`src/rtl/packet_tx_arbiter_pkg.sv`:
```
// Shared types and constants for the packet transmit arbiter.
package packet_tx_arbiter_pkg;

  typedef enum logic [1:0] {
    ST_IDLE,
    ST_OFFER,
    ST_WAIT_START,
    ST_WAIT_END
  } arb_state_t;

  localparam int PID_W  = 4;
  localparam int ADDR_W = 7;
  localparam int ENDP_W = 4;
  localparam int DATA_W = 64;
  localparam int CNT_W  = 8;

  localparam logic [PID_W-1:0] PID_OUT   = 4'b0001;
  localparam logic [PID_W-1:0] PID_IN    = 4'b1001;
  localparam logic [PID_W-1:0] PID_DATA0 = 4'b0011;
  localparam logic [PID_W-1:0] PID_ACK   = 4'b0010;
  localparam logic [PID_W-1:0] PID_NAK   = 4'b1010;

endpackage

```
`src/rtl/packet_tx_arbiter_tx_wait_timer.sv`:
```
// Clearable 8-bit wait counter; tc flags the last cycle before LIMIT is reached.
module tx_wait_timer
  import packet_tx_arbiter_pkg::*;
#(
  parameter int LIMIT = 255
) (
  input  logic clk,
  input  logic rst,
  input  logic clr,
  input  logic en,
  output logic tc
);

  localparam logic [CNT_W-1:0] TC_VAL = CNT_W'(LIMIT - 1);

  logic [CNT_W-1:0] count;

  always_ff @(posedge clk) begin
    if (rst || clr) begin
      count <= '0;
    end else if (en) begin
      count <= count + 1'b1;
    end
  end

  // Terminal count: this cycle's increment would bring the count to LIMIT.
  assign tc = en && (count == TC_VAL);

endmodule

```
`src/rtl/packet_tx_arbiter.sv`:
```
// Two-requester arbiter feeding one packet encoder. Optional ARB_ROUND_ROBIN_EN
// replaces fixed hs-over-tk priority with alternation on contention.
module packet_tx_arbiter
  import packet_tx_arbiter_pkg::*;
#(
  parameter int TIMEOUT_CYCLES = 255
) (
  input  logic              clk,
  input  logic              rst,
  input  logic              hs_req,
  input  logic [PID_W-1:0]  hs_pid,
  output logic              hs_grant,
  output logic              hs_done,
  input  logic              tk_req,
  input  logic [PID_W-1:0]  tk_pid,
  input  logic [ADDR_W-1:0] tk_addr,
  input  logic [ENDP_W-1:0] tk_endp,
  input  logic [DATA_W-1:0] tk_data,
  output logic              tk_grant,
  output logic              tk_done,
  output logic              enc_pktready,
  output logic [PID_W-1:0]  enc_pid,
  output logic [ADDR_W-1:0] enc_addr,
  output logic [ENDP_W-1:0] enc_endp,
  output logic [DATA_W-1:0] enc_data,
  input  logic              enc_gotpkt,
  input  logic              enc_sending,
  output logic              busy,
  output logic              err
);

  arb_state_t state, state_next;
  logic owner_hs;
  logic pick_hs;
  logic accept;
  logic timeout;
  logic finish;
  logic timer_tc;
  logic timer_clr;
  logic timer_en;

  assign accept = (state == ST_IDLE) && (hs_req || tk_req);

`ifdef ARB_ROUND_ROBIN_EN
  logic last_hs;

  // Resets to "tk granted last" so hs wins the first contention.
  always_ff @(posedge clk) begin
    if (rst) begin
      last_hs <= 1'b0;
    end else if (accept) begin
      last_hs <= pick_hs;
    end
  end

  assign pick_hs = hs_req && !(tk_req && last_hs);
`else
  assign pick_hs = hs_req;
`endif

  always_comb begin
    state_next = state;
    timeout    = 1'b0;
    finish     = 1'b0;
    case (state)
      ST_IDLE: begin
        if (hs_req || tk_req) state_next = ST_OFFER;
      end
      ST_OFFER: begin
        if (enc_gotpkt) begin
          state_next = ST_WAIT_START;
        end else if (timer_tc) begin
          state_next = ST_IDLE;
          timeout    = 1'b1;
        end
      end
      ST_WAIT_START: begin
        if (enc_sending) begin
          state_next = ST_WAIT_END;
        end else if (timer_tc) begin
          state_next = ST_IDLE;
          timeout    = 1'b1;
        end
      end
      ST_WAIT_END: begin
        if (!enc_sending) begin
          state_next = ST_IDLE;
          finish     = 1'b1;
        end
      end
      default: state_next = ST_IDLE;
    endcase
  end

  // Every state change restarts the count, so OFFER and WAIT_START each start at 0.
  assign timer_clr = (state_next != state);
  assign timer_en  = (state == ST_OFFER) || (state == ST_WAIT_START);

  tx_wait_timer #(
    .LIMIT(TIMEOUT_CYCLES)
  ) u_timer (
    .clk(clk),
    .rst(rst),
    .clr(timer_clr),
    .en (timer_en),
    .tc (timer_tc)
  );

  always_ff @(posedge clk) begin
    if (rst) begin
      state    <= ST_IDLE;
      owner_hs <= 1'b0;
      hs_grant <= 1'b0;
      tk_grant <= 1'b0;
      hs_done  <= 1'b0;
      tk_done  <= 1'b0;
      err      <= 1'b0;
      enc_pid  <= '0;
      enc_addr <= '0;
      enc_endp <= '0;
      enc_data <= '0;
    end else begin
      state    <= state_next;
      hs_grant <= accept && pick_hs;
      tk_grant <= accept && !pick_hs;
      hs_done  <= finish && owner_hs;
      tk_done  <= finish && !owner_hs;
      err      <= timeout;
      if (accept) begin
        owner_hs <= pick_hs;
        if (pick_hs) begin
          enc_pid  <= hs_pid;
          enc_addr <= '0;
          enc_endp <= '0;
          enc_data <= '0;
        end else begin
          enc_pid  <= tk_pid;
          enc_addr <= tk_addr;
          enc_endp <= tk_endp;
          enc_data <= tk_data;
        end
      end
    end
  end

  assign enc_pktready = (state == ST_OFFER);
  assign busy         = (state != ST_IDLE);

endmodule

```
`config.mk`:
```
export PLATFORM = sky130hd
export DESIGN_NAME = packet_tx_arbiter
export DESIGN_NICKNAME = d
export VERILOG_FILES = /design/src/rtl/packet_tx_arbiter_pkg.sv /design/src/rtl/packet_tx_arbiter_tx_wait_timer.sv /design/src/rtl/packet_tx_arbiter.sv
export SDC_FILE = /design/constraint.sdc
export NUM_CORES = 1
export LEC_CHECK = 0
export CAP_MARGIN = 25
export CORE_MARGIN = 2
export CORE_UTILIZATION = 35
export CTS_CLUSTER_SIZE = 14
export DETAILED_ROUTE_END_ITERATION = 8
export PLACE_DENSITY_LB_ADDON = 0.15
export SLEW_MARGIN = 20
export SYNTH_ARGS = -nofsm -noshare
export SYNTH_HDL_FRONTEND = slang
export SYNTH_HIERARCHICAL = 1
export SYNTH_SLANG_ARGS = --single-unit
```
`constraint.sdc`:
```
create_clock -name clk -period 2.3 [get_ports clk]
set_input_delay 0.575 -clock clk [delete_from_list [all_inputs] [get_ports clk]]
set_output_delay 0.575 -clock clk [all_outputs]
set_load 0.05 [all_outputs]
```
# == Yosys cells after proc, flatten, opt, wreduce, memory -nomap -nowiden ==
# Index checks and enable logic that the tools add are counted.
# totals
word_cells,47
out_inout_bits,86
regBits,95
in_bits,89
# classes
eq_ne,5
n_reduce_logical,13
addsub,1
muxes,16
# op_table
op,n
$mux 64,1
$mux 2,5
$add 8x1->8 const B,1
$eq 8x8->1 const B,1
$mux 4,2
$pmux 2 s4,1
$mux 7,1
$logic_and 1x1->1,6
$mux 1,5
$eq 2x2->1 const B,2
$logic_or 1x1->1,3
$eq 2x1->1 const B,1
$logic_not 1->1,2
$logic_not 2->1,1
$ne 2x2->1,1
$pmux 1 s2,1
$reduce_bool 2->1,1

# == Longest topological paths before layout ==
# Gate-level depths: netlist of the first run.
# logic_depth
ltp_word,8
depth_mapped,12
mapped_depth_nobuf,10

# == Cells and area by module ==
# Netlist of the first run, hierarchy kept.
# modules_own_cells
mod,area_per_inst_um2,seq_area_each_um2,n_inst,cells_per_inst
packet_tx_arbiter,2921.6,1741.7,1,235
tx_wait_timer,369.1,160.2,1,42

# == Worst setup path after synthesis of the first run ==
# No wires, ideal clock.
# synth_timing
path_type,flip-flop to flip-flop
startpoint,reg state[0]
endpoint,reg u_timer.count[1]
arrival_time_ns,2.137
path_slack_ns,0.077
required_ns,2.214
n_path_buf,2
path_stages_with_launch,13
setup_ns,0.086
path_cell_list,dfxtp_1 > inv_1 > ha_1 > buf_4 > nand4_1 > nor2_1 > nor2b_1 > o21ai_0 > a31oi_1 > o22ai_1 > or2_2 > clkbuf_1 > a211oi_1
# synth_between
elab_chain_len,8
elab_cells_between_ends,14
# synth_rtl
item,line_no,text
start: declaration,packet_tx_arbiter.sv:32,"arb_state_t state, state_next;"
start signal: assignment,packet_tx_arbiter.sv:123,state <= state_next;
$eq 2x1->1 / $eq 2x2->1 (equally long branches),packet_tx_arbiter.sv:97,assign timer_en = (state == ST_OFFER) || (state == ST_WAIT_START);
$logic_or 1x1->1 (*),packet_tx_arbiter.sv:97,
net timer_en,packet_tx_arbiter.sv:40,logic timer_en;
$logic_and 1x1->1 (*),packet_tx_arbiter_tx_wait_timer.sv:27,assign tc = en && (count == TC_VAL);
net timer_tc,packet_tx_arbiter.sv:38,logic timer_tc;
$mux 2 (*),"packet_tx_arbiter.sv:72, packet_tx_arbiter.sv:80",
$mux 2 (on tied branches),"packet_tx_arbiter.sv:78, packet_tx_arbiter.sv:70",
$pmux 2 s4 (*),packet_tx_arbiter.sv:65,case (state)
$ne 2x2->1 (*),packet_tx_arbiter.sv:96,assign timer_clr = (state_next != state);
net timer_clr,packet_tx_arbiter.sv:39,logic timer_clr;
$logic_or 1x1->1 (*),packet_tx_arbiter_tx_wait_timer.sv:19,if (rst || clr) begin
end signal: assignment,packet_tx_arbiter_tx_wait_timer.sv:22,count <= count + 1'b1;
end: declaration,packet_tx_arbiter_tx_wait_timer.sv:16,logic [CNT_W-1:0] count;
# Mark *: on every way through the listed nets, which the timed path passes. The rest lies on a longest branch.
# A chain may end at the register's enable or synchronous reset.

# == Final worst setup path of the first run ==
# layout_timing
startpoint,reg enc_data[46]
endpoint,out enc_data[46]
# layout_rtl
item,line_no,text
start: declaration,packet_tx_arbiter.sv:25,"output logic [DATA_W-1:0] enc_data,"
start signal: assignment,packet_tx_arbiter.sv:140,enc_data <= tk_data;
# No word-level cell between the ends.

==> reports/qor.yml, run 1 <==
drt_iter0_drc: 65
cts_setup_buffers: 0
grt_remaining_overflow: 0
pin_count: 175
max_freq_mhz: 478.0
grt_pass1_wl_um: 13780
slew_headroom: 0.6379
path_max_fanout: 2
die_h_um: 101.0
arrival_ps: 1520
dieArea_mm2: 0.01019
place_inst: 554
clock_sinks: 95
antenna_cells: 0
crit_path_max_incr_delay_ps: 820
wl_um: 8953
worst_hold_slack_ps: 480.4
antenna_left: 0
critPathKind: "reg -> out"
status: "complete, no violations"
start_util: 0.3578
antenna_found_initial: 0
vias_per_cell: 4.984
ys_seq_area_frac: 0.5779
crit_slowest_cell: "clkdlybuf4s50_1"
fin_crit_ps: 2092
grt_max_degree: 57
gp_congestion: 0.8251
pre_cts_ws_ps: -43.62
worstSetupStartpoint: "enc_data[46]"
drt_pass1_iterations: 4
design_area_mm2: 0.005379
netlist_area_mm2: 0.003291
cp-end-kind: "output port"
hp-start: "owner_hs"
area_delta_synth_final_pct: 63.46
nFillCells: 810
instances_no_fill: 570
cts_tree: "done"
hold_viol: 0
hp-class: "reg -> reg"
final_common_cell: "clkdlybuf4s50_1"
port_buffers: 174
ys_seq_elements: 95
synth_area_per_cell_um2: 11.88
post_cts_resized: 0
multiInputGateArea_mm2: 0.001235
regToRegStartpoint: "state[1]"
path_clk_slew_ps: 100
ctsHoldBuffers: 0
slew_viol_final: 0
worst_clock_skew_ps: 7.416
rows: 35
clockRootBuffer: "clkbuf_8"
tightest_slew_ps: 541.4
core_area_mm2: 0.009196
rrSetupSlack_ps: 210
layout-drive-gt1-share: 0.08061
path_delay_family: "buffers and inverters"
die_w_um: 101.0
numCtsBuffers: 9
place_area_mm2: 0.005162
via_count: 2841
crit_buf_inv: 1
fin_util: 0.5849
final_cell_mix: "clkdlybuf4s50_1, dfxtp_1, a22o_1"
grt_use_total: 0.1705
h-tree-depth: 3
fin_tns_setup_ps: 0
power.leakage_nw: 2.094
finalSetupViolations: 0
hpwl_um: 6512
grt_setup_unrepaired: "no"
peakVddDrop_uv: 322.2
cts.path.max_buffers: 2
setup_ws_ps: 207.9
crit_path_start_kind: "flop"
cap_violations: 0
fin_crit_sh: 0.9096
required_ps: 1730
first_global_vias: 2840
p_total_mw: 4.004
synth_cell_types: 37
clkLatencyLatePin_ps: 340
regArea_mm2: 0.001902
yosys_warnings: 6
nets: 550
path_cells: "clkdlybuf4s50_1"
wl_per_cell_um: 15.71
power-per-cell-area_mw_per_mm2: 744.3
synth.net_count: 373
synthCells: 277
drc: 0
==> report_power, final <==
part           internal [mW]  leakage, nW  switching, mW  total [mW]
clock                  0.572        0.104          0.586        1.16
sequential              1.75        0.776         0.0547        1.80
combinational          0.434         1.21          0.607        1.04
==> metal layers <==
metal | global-route usage | wire (µm) | vias to the layer above | share of wire
met3 | 0.05201 | 800 | 14 | 0.089
met5 | 0 | 0 | - | 0
li1 | - | - | 1387 | -
met2 | 0.2800 | 4138 | 136 | 0.46
met1 | 0.2096 | 3836 | 1304 | 0.43
met4 | 0.06653 | 178 | 0 | 0.020
==> flip-flops by register name, summed over array words and instances, names as in the netlist, 2 cells and up <==
name           flops
state              2
enc_addr           7
enc_endp           4
u_timer/count      8
enc_pid            4
enc_data          64
==> synth_stat cells <==
master | number | area, µm²
xor2_1 | 3 | 26.28
nand2_1 | 5 | 18.77
a21oi_1 | 5 | 25.02
nor2_4 | 2 | 22.52
mux2i_1 | 4 | 40.04
clkbuf_1 | 2 | 7.510
nand2b_1 | 1 | 6.260
nor2b_1 | 2 | 12.51
buf_2 | 6 | 30.03
o31a_1 | 1 | 8.760
nor4b_1 | 1 | 8.760
nor2_8 | 1 | 20.02
or3_1 | 3 | 18.77
ha_1 | 7 | 87.58
o22ai_1 | 2 | 12.51
and3_1 | 1 | 6.260
a22o_1 | 76 | 665.6
buf_6 | 1 | 11.26
nand4_2 | 1 | 12.51
a31oi_1 | 1 | 6.260
inv_2 | 1 | 3.750
and4b_1 | 1 | 10.01
o21a_1 | 1 | 7.510
dfxtp_1 | 95 | 1902
nand4_1 | 3 | 18.77
or2_2 | 1 | 6.260
nand3_1 | 3 | 15.01
nor4bb_1 | 1 | 10.01
nor3_1 | 2 | 10.01
o21ai_0 | 7 | 35.03
buf_4 | 11 | 82.58
nor2_1 | 13 | 48.80
inv_1 | 5 | 18.77
a21o_1 | 1 | 7.510
nor4_4 | 1 | 21.27
xnor2_1 | 1 | 8.760
a211oi_1 | 5 | 37.54
==> cell families after synthesis <==
family	Yosys count	share of synthesized area
muxes	4	0.01217
xor gates and xnor gates	4	0.01065
adders and majority gates	7	0.02661
and+or+nand+nor	42	0.08099
AOI/OAI and AO/OA	99	0.2449
DFF	95	0.5779
buffers and inverters	26	0.04677
==> final timing paths <==
| check | endpoint | cells after the start |
|---|---|---|
| setup / recovery | enc_data[46] | 1 |
| hold / removal | tk_done | 1 |
| setup reg to reg | u_timer/count[1] | 10 |
| hold reg to reg | tk_done | 1 |
==> area by class of cell <==
type	count	area share
clock buffers	11	0.02815
inverters	6	0.004187
well taps	111	0.02582
repair buffers	186	0.3466
clock inverters	5	0.01210
flip-flops and latches	95	0.3536
multi-input cells	156	0.2296
Power figures use the tool's default switching activity.
==> run 2: changes to the inputs <==
==> constraint.sdc (replaced) <==
create_clock -name clk -period 2.3 [get_ports clk]
set_input_delay 0.575 -clock clk [delete_from_list [all_inputs] [get_ports clk]]
set_output_delay 0.575 -clock clk [all_outputs]
set_load 0.02 [all_outputs]
==> run 2 against run 1 <==
- clock skew is 8.7 ps higher
- worst setup slack worse by 56 ps
- global-route usage is 0.24 points lower
- largest cell class unchanged
==> reports/qor.yml, run 2 (synthesized netlist as in run 1, its figures left out) <==
status: "complete, no violations"
path_max_fanout: 8
hold_viol: 0
fin_util: 0.5816
grt_use_total: 0.1681
p_total_mw: 3.662
grt_setup_unrepaired: "no"
wl_um: 9023
antenna_left: 0
crit_path_max_incr_delay_ps: 380
largestRegisters: "enc_data x64, u_timer/count x8, enc_addr x7"
largest_reg_flops: 64
crit_path_start_kind: "flop"
hp-start: "owner_hs"
crit_buf_inv: 1
rrSetupSlack_ps: 150
tightest_slew_ps: 331.0
worst_clock_skew_ps: 16.15
gp_congestion: 0.8852
grt_remaining_overflow: 0
drc: 0
die_w_um: 101.0
final_cell_mix: "clkdlybuf4s50_1, dfxtp_1, a22o_1"
cap_violations: 0
crit_slowest_cell: "dfxtp_4"
grt_pass1_wl_um: 13650
required_ps: 2530
antenna_found_initial: 0
hp-class: "reg -> reg"
r2r_end: "u_timer/count[5]"
power-per-cell-area_mw_per_mm2: 684.6
path_delay_family: "compound AO/OA/AOI/OAI gates"
rows: 35
nets: 548
max_freq_mhz: 465.6
cts_tree: "done"
ctsHoldBuffers: 0
cp-end-kind: "flop"
clockRootBuffer: "clkbuf_8"
drt_iter0_drc: 129
numCtsBuffers: 9
clkLatencyLatePin_ps: 360
fin_crit_ps: 2148
via_count: 2833
wl_per_cell_um: 15.89
die_h_um: 101.0
grt_max_degree: 57
regToRegStartpoint: "state[0]"
r2r_cells: 10
path_cells: "inv_1 > ha_1 > nand4_1 > nor2_1 > nor2b_1 > o21ai_0 > a31oi_1 > o22ai_1 > or2_4 > a21oi_1"
cts.path.max_buffers: 2
fin_crit_sh: 0.9339
peakVddDrop_uv: 284.7
path_clk_slew_ps: 100
first_global_vias: 2710
drt_pass1_iterations: 4
top_register: "enc_data"
place_area_mm2: 0.005152
port_buffers: 174
final_common_cell: "clkdlybuf4s50_1"
multiInputGateArea_mm2: 0.001237
area_delta_synth_final_pct: 62.55
h-tree-depth: 3
slew_viol_final: 0
core_area_mm2: 0.009196
layout-drive-gt1-share: 0.07440
antenna_cells: 0
slew_headroom: 0.7786
hold_path_end: "tk_done"
holdPathStages: 1
dieArea_mm2: 0.01019
critPathKind: "reg -> reg"
hpwl_um: 6478
power.leakage_nw: 2.084
arrival_ps: 2380
finalSetupViolations: 0
nFillCells: 808
regArea_mm2: 0.001906
design_area_mm2: 0.005349
pin_count: 175
start_util: 0.3578
clock_sinks: 95
vias_per_cell: 4.988
## run 2: worst max-delay path by stage
stage                      from                to  slack, ps  cells past startpoint
global placement    enc_sending  u_timer/count[1]         10                      6
finish                 state[0]  u_timer/count[5]        150                     10
floorplan              state[0]  u_timer/count[1]        100                     12
CTS                    state[0]  u_timer/count[1]          2                     10
detailed placement  enc_sending  u_timer/count[1]        -70                      6
global route           state[0]  u_timer/count[1]          5                     10
## run 2: area by class of cell
cell class / instances / share of cell area
tap: 111 / 0.02596
multi-input combinational: 156 / 0.2313
timing repair buffer: 184 / 0.3469
sequential: 95 / 0.3563
clock inverter: 7 / 0.01216
clock buffer: 9 / 0.02316
inverter: 6 / 0.004211
## run 2: power by group
part	total, mW	switching, mW	internal, mW
Combinational	0.803	0.373	0.430
Clock	1.05	0.631	0.420
Sequential	1.81	0.0574	1.75
## run 2: repair_timing
action,CTS,global route
setup buffers,0,0
gates resized for setup,1,4
setup endpoints to repair,1,10
pin swaps,0,1
## run 2: routing by layer
| layer | up-vias | global-route usage | part of all wire | routed length [µm] |
|---|---|---|---|---|
| li1 | 1390 | - | - | - |
| met1 | 1316 | 0.2135 | 0.45 | 4030 |
| met4 | 0 | 0.05821 | 0.011 | 99 |
| met2 | 121 | 0.2713 | 0.45 | 4105 |
| met5 | - | 0 | 0 | 0 |
| met3 | 6 | 0.05201 | 0.087 | 787 |
## run 2: metrics by stage
stage / TNS [ps] / hold slack (ps) / cells / setup slack (ps)
3_5_place_dp: -72.53 / 458.0 / 552 / -72.53
4_1_cts: 0 / 459.8 / 568 / 2.342
2_1_floorplan: 0 / 412.3 / 277 / 95.87
5_1_grt: 0 / 488.2 / 568 / 4.758
3_3_place_gp: 0 / 451.0 / 552 / 12.33
6_report: 0 / 460.5 / 568 / 152.1
==> run 3: changes to the inputs <==
--- a/config.mk
+++ b/config.mk
@@ -6,11 +6,10 @@
 export NUM_CORES = 1
 export LEC_CHECK = 0
 export CAP_MARGIN = 25
-export CORE_MARGIN = 2
-export CORE_UTILIZATION = 35
+export CORE_UTILIZATION = 42
 export CTS_CLUSTER_SIZE = 14
 export DETAILED_ROUTE_END_ITERATION = 8
-export PLACE_DENSITY_LB_ADDON = 0.15
+export PLACE_DENSITY = 0.86
 export SLEW_MARGIN = 20
 export SYNTH_ARGS = -nofsm -noshare
 export SYNTH_HDL_FRONTEND = slang
==> constraint.sdc (replaced) <==
create_clock -name clk -period 2.65 [get_ports clk]
set_input_delay 0.6625 -clock clk [delete_from_list [all_inputs] [get_ports clk]]
set_output_delay 0.6625 -clock clk [all_outputs]
set_load 0.02 [all_outputs]
==> run 3 against run 2 <==
- clock skew shrank 3.0 ps
- hold slack worse by 4.4 ps
- via count grew 1.2%
- clock power down 14%
- highest routed layer unchanged
==> reports/qor.yml, run 3 (synthesized netlist as in run 1, its figures left out) <==
layout-drive-gt1-share: 0.06402
critPathKind: "reg -> out"
cts.path.max_buffers: 2
first_global_vias: 2854
p_sw_frac: 0.2864
p_total_mw: 3.152
crit_path_max_incr_delay_ps: 630
antenna_found_initial: 0
wl_um: 8596
slew_viol_final: 0
core_area_mm2: 0.007408
vias_per_cell: 5.192
grt_pass1_wl_um: 13940
netSwitchingPower_mw: 0.9028
drt_iter0_drc: 74
hold_viol: 0
grt_remaining_overflow: 0
worst_clock_skew_ps: 13.16
largest_reg_flops: 64
clkLatencyLatePin_ps: 350
fin_tns_setup_ps: 0
area_delta_synth_final_pct: 60.49
top_layer_used: "met4"
clockPowerShare: 0.285
cts_tree: "done"
clockRootBuffer: "clkbuf_8"
drc: 0
port_buffers: 174
status: "complete, no violations"
gp_congestion: 0.9283
h-tree-depth: 3
wl_met1_um: 3666
required_ps: 1990
finalSetupViolations: 0
antenna_left: 0
pwr-share-comb: 0.216
place_area_mm2: 0.005095
tightest_slew_ps: 378.1
drt_pass1_iterations: 4
worst_hold_slack_ps: 456.1
grt_max_degree: 77
final_cell_mix: "clkdlybuf4s50_1, dfxtp_1, a22o_1"
place_inst: 536
cp-end-kind: "output port"
grt_setup_unrepaired: "no"
pre_cts_ws_ps: 171.2
antenna_cells: 0
power-per-cell-area_mw_per_mm2: 596.8
crit_buf_inv: 3
instances_no_fill: 552
rows: 31
nFillCells: 532
crit_path_start_kind: "flop"
fin_crit_sh: 0.9598
path_delay_family: "buffers and inverters"
via_count: 2866
die_h_um: 90.52
dieArea_mm2: 0.008193
cts_setup_buffers: 0
cap_violations: 0
power.leakage_nw: 2.050
peakVddDrop_uv: 257.3
wl_met2_um: 4199
pin_count: 175
design_area_mm2: 0.005281
crit_slowest_cell: "clkdlybuf4s50_1"
die_w_um: 90.52
arrival_ps: 1880
path_clk_slew_ps: 90
fin_util: 0.7129
p_int_mw: 2.249
seq_power_share: 0.498
largestRegisters: "enc_data x64, u_timer/count x8, enc_addr x7"
nets: 544
max_freq_mhz: 393.2
setup_ws_ps: 106.6
hp-class: "reg -> reg"
clock_sinks: 95
path_cells: "inv_1 > ha_1 > inv_2 > clkdlybuf4s50_1"
top_register: "enc_data"
wl_met3_um: 609
grt_use_total: 0.2104
path_max_fanout: 6
slew_headroom: 0.7471
fin_crit_ps: 2543
final_common_cell: "clkdlybuf4s50_1"
numCtsBuffers: 9
wl_per_cell_um: 15.57
hpwl_um: 6439
start_util: 0.4442
## run 3: cell types whose count changed in the layout (fill, tap and decap cells not counted), moves of 2 or more
| cell | previous run | this run |
|---|---|---|
| clkdlybuf4s50_1 | 172 | 174 |
| clkinvlp_4 | 3 | 0 |
| clkinv_4 | 0 | 2 |
| buf_4 | 7 | 4 |
## run 3: layer usage
metal  track usage  vias to the layer above
li1              -                     1382
met1        0.2525                     1343
met2        0.3655                      126
met3       0.05219                       15
met4       0.06989                        0
met5             0                        -
## run 3: worst paths after layout
check,cells after the start,start,slack (ps),end
setup / recovery,4,state[1],110,busy
hold / removal,1,owner_hs,460,tk_done
setup reg to reg,10,state[1],370,u_timer/count[1]
hold reg to reg,1,owner_hs,460,tk_done
## run 3: power by group through the flow
| stage | Combinational (mW) | Clock (mW) | Sequential [mW] |
|---|---|---|---|
| final | 0.682 | 0.899 | 1.57 |
| after global routing | 0.723 | 0.985 | 1.58 |
| after CTS | 0.688 | 0.917 | 1.57 |
| after detailed placement | 0.685 | 0 | 1.60 |
| after global placement | 0.670 | 0 | 1.60 |
| after floorplan | 0.233 | 0 | 1.70 |
## run 3: repair_timing
item	CTS	global route
gates resized for setup	0	1
endpoints found under the setup margin	0	1
hold buffers	0	0
## run 3: area by class of cell
cell class	instances	area [µm²]	share of cell area
clock buffers	10	127.6	0.02416
clock inverters	6	57.56	0.01090
inverters	6	22.52	0.004264
multi-input cells	156	1235	0.2338
flip-flops and latches	95	1903	0.3603
well taps	99	123.9	0.02345
repair buffers	180	1812	0.3430
